## config.mk

```make
export PLATFORM = sky130hd
export DESIGN_NAME = pwm_multi_channel
export DESIGN_NICKNAME = d
export VERILOG_FILES = /design/src/rtl/pwm_pkg.sv /design/src/rtl/pwm_compare_channel.sv /design/src/rtl/pwm_multi_channel.sv
export SDC_FILE = /design/constraint.sdc
export NUM_CORES = 1
export LEC_CHECK = 0
export ABC_AREA = 1
export BUFFER_PORTS_ARGS = -buffer_cell sky130_fd_sc_hd__buf_2
export CAP_MARGIN = 5
export CORE_ASPECT_RATIO = 1.25
export CORE_MARGIN = 8
export CORE_UTILIZATION = 45
export DETAILED_ROUTE_END_ITERATION = 10
export REMOVE_ABC_BUFFERS = 1
export SYNTH_ARGS = -nofsm -noshare
export SYNTH_HDL_FRONTEND = slang
export SYNTH_SLANG_ARGS = --single-unit
```

## constraint.sdc

```tcl
create_clock -name clk_fpga -period 2.65 [get_ports clk_fpga]
set_input_delay 0.53 -clock clk_fpga [delete_from_list [all_inputs] [get_ports clk_fpga]]
set_output_delay 0.53 -clock clk_fpga [all_outputs]
set_load 0.02 [all_outputs]
```

## src/rtl/pwm_pkg.sv

```systemverilog
// Shared types for the multi-channel PWM generator: counting mode, FSM state
// and the minimum period accepted in center-aligned mode.
package pwm_pkg;

    typedef enum logic {
        PWM_EDGE   = 1'b0,
        PWM_CENTER = 1'b1
    } pwm_mode_e;

    typedef enum logic [1:0] {
        IDLE     = 2'd0,
        RUN_UP   = 2'd1,
        RUN_DOWN = 2'd2
    } pwm_state_e;

    localparam int PWM_CENTER_MIN_PERIOD = 2;

endpackage

```

## src/rtl/pwm_compare_channel.sv

```systemverilog
// One PWM channel: active/pending duty registers and a registered comparator
// against the shared period counter.
module pwm_compare_channel #(
    parameter int WIDTH = 8
) (
    input  logic             clk_fpga,
    input  logic             reset,
    input  logic [WIDTH-1:0] duty_in,
    input  logic [WIDTH-1:0] counter,
    input  logic             load_active,
    input  logic             load_pending,
    input  logic             transfer_pending,
    input  logic             compare_en,
    output logic             pwm
);

    logic [WIDTH-1:0] active_duty;
    logic [WIDTH-1:0] pending_duty;

    // A direct load wins over the pending transfer when both land on one edge.
    always_ff @(posedge clk_fpga) begin
        if (reset) begin
            active_duty  <= '0;
            pending_duty <= '0;
            pwm          <= 1'b0;
        end else begin
            pwm <= compare_en && (counter < active_duty);
            if (load_active) begin
                active_duty <= duty_in;
            end else if (transfer_pending) begin
                active_duty <= pending_duty;
            end
            if (load_pending) begin
                pending_duty <= duty_in;
            end
        end
    end

endmodule

```

## src/rtl/pwm_multi_channel.sv

```systemverilog
// Multi-channel PWM: shared edge/center-aligned period counter, FSM, and
// period/mode/duty shadowing applied at period boundaries.
module pwm_multi_channel
    import pwm_pkg::*;
#(
    parameter int WIDTH    = 8,
    parameter int CHANNELS = 4
) (
    input  logic                      clk_fpga,
    input  logic                      reset,
    input  logic                      i_enable,
    input  logic [WIDTH-1:0]          i_period,
    input  logic                      i_center_mode,
    input  logic [CHANNELS*WIDTH-1:0] i_duty_cycle,
    input  logic                      i_update,
    output logic [CHANNELS-1:0]       o_pwm_out,
    output logic                      o_period_start,
    output logic                      o_update_pending,
    output logic [1:0]                state_dbg
);

    pwm_state_e       state, state_next;
    logic [WIDTH-1:0] counter, counter_next;
    logic [WIDTH-1:0] active_period, pending_period, period_cap;
    pwm_mode_e        active_mode, pending_mode, mode_cap;
    logic             pending_valid;
    logic             running, compare_en, start_run, boundary;
    logic             load_active, load_pending, transfer_pending;

    // Center mode needs P >= 2 so the down-count reaches 1 before wrapping.
    assign mode_cap   = i_center_mode ? PWM_CENTER : PWM_EDGE;
    assign period_cap = (i_center_mode && (i_period < WIDTH'(PWM_CENTER_MIN_PERIOD)))
                        ? WIDTH'(PWM_CENTER_MIN_PERIOD) : i_period;

    assign running    = (state != IDLE);
    assign compare_en = running && i_enable;
    assign start_run  = (state == IDLE) && i_enable;
    assign boundary   = compare_en &&
                        ((active_mode == PWM_CENTER) ? ((state == RUN_DOWN) && (counter == WIDTH'(1)))
                                                     : (counter == active_period));

    assign load_active      = i_update && (!running || boundary);
    assign load_pending     = i_update && running && !boundary;
    assign transfer_pending = pending_valid && (boundary || start_run);

    always_comb begin
        state_next   = state;
        counter_next = counter;
        if (!i_enable) begin
            state_next   = IDLE;
            counter_next = '0;
        end else if ((state == IDLE) || boundary) begin
            state_next   = RUN_UP;
            counter_next = '0;
        end else if ((active_mode == PWM_CENTER) && (state == RUN_DOWN)) begin
            counter_next = counter - WIDTH'(1);
        end else if ((active_mode == PWM_CENTER) && (counter == active_period)) begin
            state_next   = RUN_DOWN;
            counter_next = counter - WIDTH'(1);
        end else begin
            state_next   = RUN_UP;
            counter_next = counter + WIDTH'(1);
        end
    end

    always_ff @(posedge clk_fpga) begin
        if (reset) begin
            state          <= IDLE;
            counter        <= '0;
            active_period  <= '1;
            active_mode    <= PWM_EDGE;
            pending_period <= '0;
            pending_mode   <= PWM_EDGE;
            pending_valid  <= 1'b0;
            o_period_start <= 1'b0;
        end else begin
            state          <= state_next;
            counter        <= counter_next;
            o_period_start <= (state_next != IDLE) && (counter_next == '0);
            if (load_active) begin
                active_period <= period_cap;
                active_mode   <= mode_cap;
            end else if (transfer_pending) begin
                active_period <= pending_period;
                active_mode   <= pending_mode;
            end
            if (load_pending) begin
                pending_period <= period_cap;
                pending_mode   <= mode_cap;
                pending_valid  <= 1'b1;
            end else if (boundary || start_run) begin
                pending_valid <= 1'b0;
            end
        end
    end

    assign o_update_pending = pending_valid;
    assign state_dbg        = state;

    for (genvar k = 0; k < CHANNELS; k++) begin : g_ch
        pwm_compare_channel #(.WIDTH(WIDTH)) u_ch (
            .clk_fpga         (clk_fpga),
            .reset            (reset),
            .duty_in          (i_duty_cycle[k*WIDTH +: WIDTH]),
            .counter          (counter),
            .load_active      (load_active),
            .load_pending     (load_pending),
            .transfer_pending (transfer_pending),
            .compare_en       (compare_en),
            .pwm              (o_pwm_out[k])
        );
    end

endmodule
```

==> impl_metrics.json <==
{
  "cts.sinks": 98,
  "clk_path_buf_depth": 2,
  "hp-class": "reg -> reg",
  "cts_resized": 0,
  "hold_viol": 0,
  "routed-wl-met3_um": 517,
  "drt-met1-wl_um": 6330,
  "cts_tree": "built",
  "path_clk_slew_ns": 0.07,
  "critPathKind": "reg -> reg",
  "ant_nets": 0,
  "synth_seq_cells": 98,
  "fin_crit_sh": 0.854,
  "postCtsSetupBuffers": 0,
  "synth_cells": 838,
  "status": "completed",
  "fin_setup_tns_ns": 0,
  "seqPwrFrac": 0.471,
  "fp.dieW_um": 115,
  "yosysUniqueCellTypes": 33,
  "max_slew_margin": 0.642,
  "clock_latency_ns": 0.34,
  "synth_top_area_share": 0.354,
  "fin_cells": 1040,
  "crit_arrival_ns": 2.49,
  "antennaDiodeCount": 0,
  "critPathRequiredTime_ns": 2.88,
  "setup_viol_count_final": 0,
  "rrSetupSlack_ns": 0.39,
  "gr-total-overflow": 0,
  "dr_total_vias": 5117,
  "num-fill-cells": 1245,
  "tightest_slew_ns": 0.538,
  "ioPinCount": 53,
  "ir_drop_mv": 0.368,
  "antenna_found_initial": 0,
  "final_nets": 947,
  "cts_buffers": 9,
  "synth_top_cell_by_area": "dfxtp_1",
  "ys_seq_area_frac": 0.354,
  "drive_gt1_frac": 0.116,
  "maxCapViolations": 0,
  "async_flop_share": 0,
  "root_buffer": "clkbuf_16",
  "ys_warn_count": 0,
  "start_util": 0.458,
  "wl_um": 13400,
  "path_max_fanout": 25,
  "slew_viol_final": 0,
  "dr_wl_met2_um": 6370,
  "p_per_area_mw_per_mm2": 542,
  "grt_pass1_wl_um": 22500,
  "fin_crit_ns": 2.26,
  "synth.avg_cell_area_um2": 6.61,
  "dr.first_iter.drc_count": 214,
  "dieArea_mm2": 0.0161,
  "gp_congestion": 0.869,
  "switchingPower_uw": 864,
  "grt_max_degree": 48,
  "clkPwrFrac": 0.402,
  "clock_skew_ns": 0.00980,
  "area_delta_synth_final_pct": 11.7,
  "rsz0062_at_grt": "no",
  "core_area_mm2": 0.0121,
  "grt_usage": 0.171,
  "synth_area_leaders": "dfxtp_1, nor2_1, nand2_1",
  "htreeDepth": 3,
  "synth_edf_count": 0,
  "fp-row-count": 45,
  "top_layer_used": "met4",
  "dp.cells": 1024,
  "route.detailed.drc": 0,
  "io_buffer_count": 52,
  "start_kind": "flop",
  "max_freq_mhz": 442,
  "p_leak_nw": 2.89,
  "internal-power_mw": 2.49,
  "pwr-share-comb": 0.126,
  "synth_area_mm2": 0.00554,
  "die_y_um": 140,
  "vias_per_cell": 4.92,
  "synthFlopType": "dfxtp_1",
  "grt_pass1_vias": 4797,
  "wl_per_cell_um": 12.9,
  "hold_buffers": 0,
  "swShare": 0.258,
  "cp-end-kind": "flop",
  "firstDrtPassIters": 5,
  "dp_hpwl_um": 9730
}
==> cells by family after synthesis <==
family	share of synthesized area
buffers and inverters	0.121
flip-flops	0.354
AO/OA/AOI/OAI	0.122
AND/OR/NAND/NOR	0.313
XOR/XNOR	0.0206
adder cells (fa/ha/maj)	0.0700
==> layout make-up <==
class | instances | area [µm²] | area share
Multi-Input combinational cell | 585 | 2910 | 0.470
Sequential cell | 98 | 1960 | 0.317
Timing Repair Buffer | 70 | 408 | 0.0659
Inverter | 107 | 402 | 0.0649
Clock buffer | 12 | 256 | 0.0414
Tap cell | 164 | 205 | 0.0331
Clock inverter | 4 | 48.8 | 0.00788
==> synth_stat cells (all sizes together), types with 2 or more instances <==
cell / number
a21boi: 4
a21oi: 54
buf: 30
clkbuf: 18
dfxtp: 98
ha: 31
inv: 106
nand2: 163
nand3: 69
nand4: 9
nor2: 170
nor3: 2
o2111ai: 4
o211a: 2
o211ai: 5
o21ai: 56
xnor2: 4
xor2: 9
==> sequential cells by signal, summed over array words and instances (netlist names) <==
name,count
o_update_pending,1
g_ch.u_ch.active_duty,32
g_ch.u_ch.pending_duty,32
g_ch.u_ch.pwm,4
pending_mode,1
state_dbg,2
o_period_start,1
active_mode,1
pending_period,8
counter,8
active_period,8
==> power groups by stage <==
stage | logic (mW) | clock network [mW] | registers [mW]
6_report | 0.424 | 1.35 | 1.58
2_1_floorplan | 0.264 | 0 | 1.61
4_1_cts | 0.428 | 1.38 | 1.58
5_1_grt | 0.486 | 1.46 | 1.59
3_3_place_gp | 0.416 | 0 | 1.61
3_5_place_dp | 0.425 | 0 | 1.61
==> worst paths after layout <==
kind	startpoint	to	cells past startpoint
setup / recovery	counter[1]	g_ch[0].u_ch.active_duty[2]	12
hold / removal	pending_mode	pending_mode	2
setup reg to reg	counter[1]	g_ch[0].u_ch.active_duty[2]	12
hold reg to reg	pending_mode	pending_mode	2
==> per-stage QoR <==
stage                util  hold slack [ns]  power (mW)  worst slack, ns  instance area, µm²
CTS                 0.511            0.445        3.39            0.371                6190
finish              0.511            0.450        3.35            0.386                6190
detailed placement  0.486            0.443        2.04            0.366                5890
floorplan               -            0.432        1.88            0.152                5270
global placement    0.486            0.437        2.03            0.394                5890
global route        0.511            0.458        3.53            0.204                6190
==> cell usage in the layout, fill, tap and decap left out, types with 5 or more instances in the layout <==
cell       count
xor2_1         9
o211ai_1       5
nor2_1       169
inv_1         98
ha_1          31
dfxtp_1       98
buf_2         52
o21ai_0       44
nand3_1       65
nand4_1        9
clkbuf_16      9
buf_4         17
inv_2          8
o21ai_1       12
a21oi_1       54
nand2_1      159
==> worst max-delay path: stages, from the launching register on <==
cell and delay (ns):
dfxtp_1 0.39, inv_1 0.16, ha_1 0.18, nand4_1 0.15, o21ai_1 0.26, nand3_4 0.14, nand2_4 0.18, nand2_4 0.08
buf_4 0.24, nand2_1 0.10, nand2_1 0.06, nor2_1 0.13, nor2_1 0.06
==> per-layer routing <==
metal  up-vias  global-route usage
li1       2708                   -
met3        16              0.0318
met5         -                   0
met1      2309               0.218
met4         0              0.0541
met2        84               0.284
Note: power is estimated with default switching activity, not from simulation.
